--- config.mk ---
export PLATFORM = sky130hd
export DESIGN_NAME = spi_mem_arbiter
export DESIGN_NICKNAME = d
export VERILOG_FILES = /design/src/rtl/spi_mem_arbiter.sv
export SDC_FILE = /design/constraint.sdc
export NUM_CORES = 1
export LEC_CHECK = 0
export ABC_AREA = 1
export BUFFER_PORTS_ARGS = -buffer_cell sky130_fd_sc_hd__buf_2
export CAP_MARGIN = 5
export CORE_MARGIN = 2
export CORE_UTILIZATION = 50
export CTS_BUF_LIST = sky130_fd_sc_hd__clkbuf_8 sky130_fd_sc_hd__clkbuf_16
export CTS_CLUSTER_SIZE = 16
export DETAILED_ROUTE_END_ITERATION = 8
export MAX_ROUTING_LAYER = met4
export PLACE_DENSITY = 0.84
export SYNTH_ARGS = -nofsm -noshare
export SYNTH_HDL_FRONTEND = slang
export SYNTH_SLANG_ARGS = --single-unit
export TNS_END_PERCENT = 10
--- constraint.sdc ---
create_clock -name clk -period 4.2 [get_ports clk]
set_clock_uncertainty 0.15 [all_clocks]
set_input_delay 0.84 -clock clk [delete_from_list [all_inputs] [get_ports clk]]
set_output_delay 0.84 -clock clk [all_outputs]
set_load 0.02 [all_outputs]
--- src/rtl/spi_mem_arbiter.sv ---
// rtl/spi_mem_arbiter.sv - SPI/host arbiter for the single-port data memory behind the SPI slave
// Optional feature macro: SPI_PRIORITY_EN (fixed SPI priority instead of round robin on a tie).
module spi_mem_arbiter #(
  parameter int ADDR_W = 7,
  parameter int DATA_W = 8
) (
  input  logic              clk,
  input  logic              rst_n,
  input  logic              spi_req,
  input  logic              spi_we,
  input  logic [ADDR_W-1:0] spi_addr,
  input  logic [DATA_W-1:0] spi_wdata,
  output logic              spi_ack,
  output logic [DATA_W-1:0] spi_rdata,
  input  logic              host_req,
  input  logic              host_we,
  input  logic [ADDR_W-1:0] host_addr,
  input  logic [DATA_W-1:0] host_wdata,
  output logic              host_ack,
  output logic [DATA_W-1:0] host_rdata,
  output logic              mem_en,
  output logic              mem_we,
  output logic [ADDR_W-1:0] mem_addr,
  output logic [DATA_W-1:0] mem_wdata,
  input  logic [DATA_W-1:0] mem_rdata,
  output logic              busy
);

  localparam logic [1:0] S_IDLE   = 2'd0;
  localparam logic [1:0] S_ACCESS = 2'd1;
  localparam logic [1:0] S_RESP   = 2'd2;

  localparam logic OWN_SPI  = 1'b0;
  localparam logic OWN_HOST = 1'b1;

  logic [1:0]        state_q, state_d;
  logic              owner_q, owner_d;
  logic              last_owner_q, last_owner_d;
  logic              we_q, we_d;
  logic [ADDR_W-1:0] addr_q, addr_d;
  logic [DATA_W-1:0] wdata_q, wdata_d;
  logic [DATA_W-1:0] spi_rdata_q, spi_rdata_d;
  logic [DATA_W-1:0] host_rdata_q, host_rdata_d;

  logic grant_valid;
  logic grant_host;

  // Pick the winner among the pending requests (only consumed in IDLE)
  always_comb begin
    grant_valid = spi_req | host_req;
`ifdef SPI_PRIORITY_EN
    // SPI always wins; last_owner is still tracked but plays no part here
    grant_host = ~spi_req;
`else
    // Round robin: on a tie the side that did not own the last access wins
    grant_host = host_req & (~spi_req | (last_owner_q == OWN_SPI));
`endif
  end

  // Transaction sequencer: IDLE samples a request, ACCESS strobes memory, RESP acks
  always_comb begin
    state_d      = state_q;
    owner_d      = owner_q;
    last_owner_d = last_owner_q;
    we_d         = we_q;
    addr_d       = addr_q;
    wdata_d      = wdata_q;
    spi_rdata_d  = spi_rdata_q;
    host_rdata_d = host_rdata_q;
    case (state_q)
      S_IDLE: begin
        if (grant_valid) begin
          owner_d      = grant_host;
          last_owner_d = grant_host;
          we_d         = grant_host ? host_we    : spi_we;
          addr_d       = grant_host ? host_addr  : spi_addr;
          wdata_d      = grant_host ? host_wdata : spi_wdata;
          state_d      = S_ACCESS;
        end
      end
      S_ACCESS: begin
        state_d = S_RESP;
      end
      S_RESP: begin
        // Read data arrives the cycle after the strobe; keep it for the owner only
        if (!we_q) begin
          if (owner_q == OWN_HOST) begin
            host_rdata_d = mem_rdata;
          end else begin
            spi_rdata_d = mem_rdata;
          end
        end
        state_d = S_IDLE;
      end
      default: begin
        state_d = S_IDLE;
      end
    endcase
  end

  // State and captured-request registers; reset leaves SPI winning the first tie
  always_ff @(posedge clk or negedge rst_n) begin
    if (!rst_n) begin
      state_q      <= S_IDLE;
      owner_q      <= OWN_SPI;
      last_owner_q <= OWN_HOST;
      we_q         <= 1'b0;
      addr_q       <= '0;
      wdata_q      <= '0;
      spi_rdata_q  <= '0;
      host_rdata_q <= '0;
    end else begin
      state_q      <= state_d;
      owner_q      <= owner_d;
      last_owner_q <= last_owner_d;
      we_q         <= we_d;
      addr_q       <= addr_d;
      wdata_q      <= wdata_d;
      spi_rdata_q  <= spi_rdata_d;
      host_rdata_q <= host_rdata_d;
    end
  end

  // Output decode; strobes come straight from state so reset drops them at once
  always_comb begin
    mem_en     = (state_q == S_ACCESS);
    mem_we     = mem_en & we_q;
    mem_addr   = addr_q;
    mem_wdata  = wdata_q;
    busy       = (state_q != S_IDLE);
    spi_ack    = (state_q == S_RESP) & (owner_q == OWN_SPI);
    host_ack   = (state_q == S_RESP) & (owner_q == OWN_HOST);
    // Fresh read data is forwarded in the ack cycle, then held from the register
    spi_rdata  = (spi_ack & ~we_q)  ? mem_rdata : spi_rdata_q;
    host_rdata = (host_ack & ~we_q) ? mem_rdata : host_rdata_q;
  end

endmodule

==> metrics.md, run 1 <==
| Metric | Value |
|---|---|
| Adder-cell share of the synthesized area | 0 |
| Most common cell in the netlist | nand2_1 |
| Nets | 356 |
| Slew Limit Fails | 0 |
| Top-area cell type share of the netlist area | 0.482 |
| Vias | 1722 |
| R2r worst-path depth | 5 |
| GRT Util Overall | 0.225 |
| Slew Limit Headroom | 0.483 |
| Status | finished, final reports clean |
| Area Growth Syn to Fin | 27.3% |
| Post-synthesis register bit count | 36 |
| Die Area | 0.00413 mm² |
| P_int | 0.948 mW |
| Post-synth EDFFs | 0 |
| Post_cts resized | 0 |
| Worst EP arrival | 1.71 ns |
| Comb pwr share | 0.509 |
| Reg power frac | 0.346 |
| Synth Net Count | 278 |
| Worst-Skew Late Latency | 0.29 ns |
| Net Switching | 0.840 mW |
| CP Cell Sequence | clkinv_1 > nand3_2 > nand2_1 > nand2_1 > buf_2 |
| Period Utilization, post-route | 0.643 |
| Hold Startpoint | host_rdata_q[3] |
| Max_cap viols | 0 |
| Max incr delay on CP | 0.40 ns |
| Largest net degree at the start of global routing | 37 |
| Hpwl dp | 2.99 mm |
| Clk pwr share | 0.144 |
| CTS root buf | clkbuf_8 |
| Worst path slowest cell | clkinv_1 |
| Post-Syn Area | 0.00182 mm² |
| Worst EP required | 3.21 ns |
| Reg-to-reg startpoint | last_owner_q |
| Synth Area in XOR/XNOR | 0 |
| Layout cells sized above 1 | 0.317 |
| Synth cell count leaders | 90 x nand2_1, 40 x nand3_1, 35 x dfrtp_1, 33 x inv_1, 9 x nand4_1 |
| H-tree depth | 2 |
| Lkg Pwr | 1.42 nW |
| Fraction of power spent switching nets | 0.470 |
| Netlist cell types | 22 |
| Core region area | 0.00342 mm² |
| Peak supply drop | 0.343 mV |
| Max Clock Freq | 370 MHz |
| Starting density of the core | 0.532 |
| Period minus WS final | 2.70 ns |
| Most Frequent Cell on Critical Path | nand2_1 |
| Seq/Total Area, Yosys | 0.496 |
| Worst-Margin Slew | 0.775 ns |
| Postcts setup bufs | 0 |
| CP Class | register to primary output |
| Via density | 4.81 |
| RSZ-0062 raised after global routing | false |
| Io pins | 80 |
| Die X | 64.3 µm |
| Avg Synthesized Cell Area | 7.77 µm² |
| Asr flop ratio synth | 1.00 |
| Worst reg2reg endpoint | mem_addr[4] |
| Clock sinks | 36 |
| Vias in the first global route | 1591 |
| Synth Instances | 234 |
| Worst-path fanout max | 19 |
| Initial antenna violation count | 0 |
| Hold Vio Cnt, Final | 0 |
| Post-synth top area cell | dfrtp_1 |
| Num CTS Buffers | 5 |
| Drt drc | 0 |
| DP Cell Count | 351 |
| Critical path capture point type | primary output |
| Ant. Diodes | 0 |
| Placed cell areas | 0.00222 mm² |
| Worst setup SP type | register |
| CTS tree | yes |
| Setup_tns | 0 ns |
| First-pass GRT wire length | 6.98 mm |
| DR WL/cell | 11.3 µm |
| Layout Cell Area excl Fill | 0.00231 mm² |
| Reg-to-reg slack, setup | 2.63 ns |
| Synth Area in Compound Gates | 0.00275 |
| Post-synthesis simple-gate area fraction | 0.393 |
| Number of core rows | 21 |
| Main synth FF type | dfrtp_1 |
| Clock Pin Slew Worst Setup and Hold Paths | 0.07 ns |
| Main area contributors after synthesis | dfrtp_1 48%, nand2_1 19%, nand3_1 11% |
| Starting DRT DRC Count | 89 |
| Synth warn | 0 |
| Final global-route overflow total | 0 |
| Antenna Nets Post-Route | 0 |
| Pwr dens | 772 mW/mm² |
| Mux contribution to synthesized area | 0 |
| Final wirelength | 4.05 mm |
| Hold path depth | 2 |
| Non-filler cells, final | 358 |
| Die Y | 64.3 µm |
| Setup violations, final | 0 |
| Gpl congestion | 0.772 |
| Largest family of logic cells by synthesized area | simple AND/OR/NAND/NOR gates |
| Hold Path Class | register to register |
| CTS Hold Bufs | 0 |
| I/O Buffers | 79 |
| WHS Endpoint | host_rdata_q[3] |
| Max clock buf depth | 2 |
| Drt first pass iters | 4 |
==> cell families after synthesis <==
| group | Yosys count |
|---|---|
| AOI/OAI and AO/OA | 1 |
| buffers and inverters | 45 |
| DFF | 36 |
| and+or+nand+nor | 152 |
==> power groups by stage <==
stage | clock network, mW | registers (mW) | logic (mW)
detailed placement | 0 | 0.621 | 0.919
CTS | 0.264 | 0.619 | 0.919
finish | 0.258 | 0.619 | 0.911
global placement | 0 | 0.618 | 0.901
global route | 0.282 | 0.636 | 1.01
floorplan | 0 | 0.689 | 0.575
==> sequential cells by signal, indices dropped and copies added (netlist names) <==
signal        flops
mem_addr          7
owner_q           1
we_q              1
last_owner_q      1
spi_rdata_q       8
host_rdata_q      8
state_q           2
mem_wdata         8
==> layout make-up <==
cell class                      count  area (µm²)
Sequential cell                    36         902
Fill cell                         316        1100
Tap cell                           46        57.6
Timing Repair Buffer               79         395
Clock buffer                        7        96.3
Multi-Input combinational cell    153         719
Inverter                           37         144
==> how the worst max path moves through the flow <==
stage / to / slack [ns] / start / depth (start not counted)
after floorplan: spi_rdata[0] / 1.98 / owner_q / 4
after global placement: spi_rdata[2] / 1.84 / we_q / 5
after detailed placement: host_rdata[0] / 1.83 / we_q / 5
after CTS: spi_rdata[5] / 1.51 / we_q / 5
after global routing: host_rdata[2] / 1.28 / we_q / 5
final: host_rdata[4] / 1.50 / we_q / 5
==> cells in the final DEF, fill, tap and decap left out <==
master,instances
nand2_1,90
nand3_1,40
clkbuf_8,7
nand4_1,9
nand3_2,2
nor2_1,2
buf_2,79
inv_1,33
nor3_4,1
nand2_4,1
nand2_2,2
inv_6,1
dfrtp_1,35
clkinv_1,1
nor2_4,2
inv_2,2
o21ai_0,1
dfstp_2,1
nor3_1,2
nor2_8,1
==> routing by layer <==
layer	vias to the layer above	routed length, µm	global-route usage
met4	0	55	0.0878
met1	760	1800	0.258
met5	-	0	-
li1	883	-	-
met3	6	350	0.0546
met2	73	1840	0.382
==> stage by stage <==
step | utilization | hold slack, ns | setup WS, ns | total power, mW
after floorplan | - | 0.287 | 1.98 | 1.26
after global placement | 0.649 | 0.301 | 1.84 | 1.52
after detailed placement | 0.649 | 0.305 | 1.83 | 1.54
after CTS | 0.678 | 0.321 | 1.51 | 1.80
after global routing | 0.678 | 0.336 | 1.28 | 1.93
final | 0.678 | 0.317 | 1.50 | 1.79
==> critical path, delay by kind of cell, from the launching register on <==
kind | cells | cell delay [ns]
and+or+nand+nor | 3 | 0.51
DFF | 1 | 0.35
buffers and inverters | 2 | 0.56
Power figures use the tool's default switching activity.
==> run 2: changes to the inputs <==
--- a/config.mk
+++ b/config.mk
@@ -5,16 +5,16 @@
 export SDC_FILE = /design/constraint.sdc
 export NUM_CORES = 1
 export LEC_CHECK = 0
-export ABC_AREA = 1
+export ABC_AREA = 0
 export BUFFER_PORTS_ARGS = -buffer_cell sky130_fd_sc_hd__buf_2
 export CAP_MARGIN = 5
 export CORE_MARGIN = 2
-export CORE_UTILIZATION = 50
+export CORE_UTILIZATION = 41
 export CTS_BUF_LIST = sky130_fd_sc_hd__clkbuf_8 sky130_fd_sc_hd__clkbuf_16
 export CTS_CLUSTER_SIZE = 16
 export DETAILED_ROUTE_END_ITERATION = 8
 export MAX_ROUTING_LAYER = met4
-export PLACE_DENSITY = 0.84
+export PLACE_DENSITY = 0.75
 export SYNTH_ARGS = -nofsm -noshare
 export SYNTH_HDL_FRONTEND = slang
 export SYNTH_SLANG_ARGS = --single-unit
==> constraint.sdc (replaced) <==
create_clock -name clk -period 2.35 [get_ports clk]
set_clock_uncertainty 0.15 [all_clocks]
set_input_delay 0.47 -clock clk [delete_from_list [all_inputs] [get_ports clk]]
set_output_delay 0.47 -clock clk [all_outputs]
set_load 0.02 [all_outputs]
==> run 2 against run 1 <==
Against the previous run:
- count of clock-buffer cells in the layout decreased by 1
- die area up 14%
- non-clock buffer count rose by 12
- cell count is 28% lower
- largest power group unchanged
- clock power rose by 66%
- sequential cell count unchanged
- first-iteration DRC count decreased by 56%
- wire length is 18% lower
- final area grew 2.9%
- sequential share of layout area shrank 1.1 points
- via count shrank 30%
- highest routed layer unchanged
- critical path depth did not move
==> metrics.md, run 2 <==
| Metric | Value |
|---|---|
| Clock sinks | 36 (unchanged) |
| R2r worst-path depth | 8 (+3) |
| Core region area | 0.00400 mm² (+17%) |
| Clock Pin Slew Worst Setup and Hold Paths | 0.07 ns (about the same) |
| CP Class | register to primary output |
| Synth Instances | 113 (-52%) |
| Max Clock Freq | 432 MHz |
| Nets | 250 (-30%) |
| Die Y | 68.7 µm (+6.8%) |
| First-pass GRT wire length | 5.05 mm (-28%) |
| Most frequent cells in the layout | 74 x buf_2, 41 x mux2_2, 35 x dfrtp_1 |
| Netlist cell types | 20 (-9.1%) |
| Period minus WS final | 2.31 ns |
| Most common cell in the netlist | mux2_2 |
| I/O Buffers | 79 (unchanged) |
| Period Utilization, post-route | 0.984 |
| RSZ-0062 raised after global routing | true |
| Worst-path fanout max | 6 (-13) |
| Avg Synthesized Cell Area | 15.2 µm² (+95%) |
| Worst reg2reg endpoint | host_rdata_q[4] |
| Hpwl dp | 2.41 mm (-19%) |
| Setup_tns | 0 ns (unchanged) |
| Asr flop ratio synth | 1.00 (unchanged) |
| Area Growth Syn to Fin | 38.9% |
| Die Area | 0.00471 mm² (+14%) |
| Drt first pass iters | 2 (-2) |
| Final core utilization | 0.595 (-0.0824) |
| Worst EP required | 1.73 ns (-1.48 ns) |
| H-tree depth | 2 (unchanged) |
| Layout Cell Area excl Fill | 0.00238 mm² (+2.9%) |
| Hold Path Class | primary input to asynchronous set/reset pin |
| CTS root buf | clkbuf_8 |
| Most common cell after layout, fill and taps aside | buf_2 |
| Starting DRT DRC Count | 39 (-56%) |
| Final wirelength | 3.32 mm (-18%) |
| Via density | 4.68 (-2.7%) |
| Reg-to-reg startpoint | state_q[0] |
| Num CTS Buffers | 5 (unchanged) |
| Post-synthesis register bit count | 36 (unchanged) |
| Drt drc | 0 (unchanged) |
| Worst setup SP type | register |
| Layout fillers | 320 (+1.3%) |
| Largest net degree at the start of global routing | 37 (unchanged) |
| Pwr dens | 1360 mW/mm² (+77%) |
| Register area | 902 µm² (unchanged) |
| Starting density of the core | 0.429 (-0.104) |
| Post-synth EDFFs | 0 (unchanged) |
| Synth Net Count | 157 (-44%) |
| Vias | 1203 (-30%) |
| PnR worst setup slack | 0.0377 ns (-1.46 ns) |
| Die X | 68.7 µm (+6.8%) |
| Hold Vio Cnt, Final | 0 (unchanged) |
| Vias in the first global route | 1160 (-27%) |
| Peak supply drop | 0.571 mV (+67%) |
| Synth warn | 0 (unchanged) |
| DR WL/cell | 12.9 µm (+14%) |
| Setup violations, final | 0 (unchanged) |
| Worst EP arrival | 1.69 ns (-0.02 ns) |
| Main area contributors after synthesis | dfrtp_1 51%, mux2_2 31%, mux2_4 7.9% |
| GRT Util Overall | 0.152 (-0.0732) |
| Initial antenna violation count | 0 (unchanged) |
| Lkg Pwr | 1.21 nW (-15%) |
| CTS Hold Bufs | 0 (unchanged) |
| Status | finished, final reports clean |
| Synth cell count leaders | 47 x mux2_2, 35 x dfrtp_1, 9 x mux2_4, 3 x nor2b_1 |
| Io pins | 80 (unchanged) |
| Final global-route overflow total | 0 (unchanged) |
| Max_cap viols | 0 (unchanged) |
| Max clock buf depth | 2 (unchanged) |
| Placed cell areas | 0.00217 mm² (-2.0%) |
| Multi-input logic area | 791 µm² (+9.9%) |
| Layout cells sized above 1 | 0.758 (+0.441) |
| Pwr Total | 3.25 mW (+82%) |
| Ant. Diodes | 0 (unchanged) |
| Post-Syn Area | 0.00171 mm² (-5.7%) |
| Reg-to-reg slack, setup | 0.38 ns (-2.25 ns) |
| Main synth FF type | dfrtp_1 |
| Worst-Skew Late Latency | 0.28 ns (about the same) |
| CTS tree | yes |
| Top-area cell type share of the netlist area | 0.511 (+0.0292) |
| Post-synth top area cell | dfrtp_1 |
| Antenna Nets Post-Route | 0 (unchanged) |
| Worst-Margin Slew | 0.778 ns (+0.00272 ns) |
| Seq/Total Area, Yosys | 0.526 (+0.0301) |
| Slew Limit Headroom | 0.481 (-0.00181) |
| Pre-CTS WS | 0.227 ns (-1.61 ns) |
| Gpl congestion | 0.656 (-15%) |
| Slew Limit Fails | 0 (unchanged) |
| Number of core rows | 23 (+9.5%) |
| Critical path capture point type | primary output |
==> run 2: how the worst max path moves through the flow <==
stage          startpoint       endpoint  cells after the start
2_1_floorplan  state_q[0]  host_rdata[0]                      5
3_3_place_gp   state_q[0]  host_rdata[5]                      5
3_5_place_dp   state_q[0]  host_rdata[6]                      5
4_1_cts        state_q[0]  host_rdata[6]                      5
5_1_grt        state_q[0]  host_rdata[5]                      5
6_report       state_q[0]  host_rdata[3]                      5
==> run 2: critical path, stage by stage, from the launching register on <==
cell and delay, ns:
dfrtp_1 0.40, and3b_1 0.23, nor2b_4 0.17, buf_6 0.16
mux2_4 0.31, buf_6 0.13
==> run 2: cell type report <==
cell class                      count  area share
Timing Repair Buffer               91       0.222
Inverter                            2     0.00315
Multi-Input combinational cell     70       0.332
Clock buffer                        6      0.0347
Clock inverter                      2     0.00315
Tap cell                           50      0.0263
Sequential cell                    36       0.379
==> run 2: power breakdown <==
part / total (mW) / leakage [nW] / internal [mW] / switching [mW]
logic: 1.72 / 0.729 / 0.852 / 0.867
clock network: 0.428 / 0.0538 / 0.230 / 0.198
registers: 1.10 / 0.429 / 0.941 / 0.159
==> run 2: metal layers <==
layer  global-route usage  part of all wire  vias up
met4               0.0375            0.0075        0
met5                    -                 0        -
met1                0.187              0.46      557
met2                0.231              0.46       58
met3               0.0649             0.077        3
li1                     -                 -      585
==> run 2: per-stage QoR <==
| stage | cells | hold WS, ns |
|---|---|---|
| 2_1_floorplan | 113 | 0.0244 |
| 3_3_place_gp | 243 | 0.328 |
| 3_5_place_dp | 243 | 0.336 |
| 4_1_cts | 256 | 0.141 |
| 5_1_grt | 257 | 0.176 |
| 6_report | 257 | 0.119 |
==> run 2: what timing repair did <==
item,CTS,global route
endpoints found under the setup margin,6,16
setup buffers,4,1
cloned,1,0
gates resized for setup,3,19
==> run 2: cells by family after synthesis <==
family / Yosys count / share of synthesized area
buf+inv: 7 / 0.0299
flops: 36 / 0.526
simple gates: 9 / 0.0336
mux: 56 / 0.388
compound gates: 5 / 0.0226
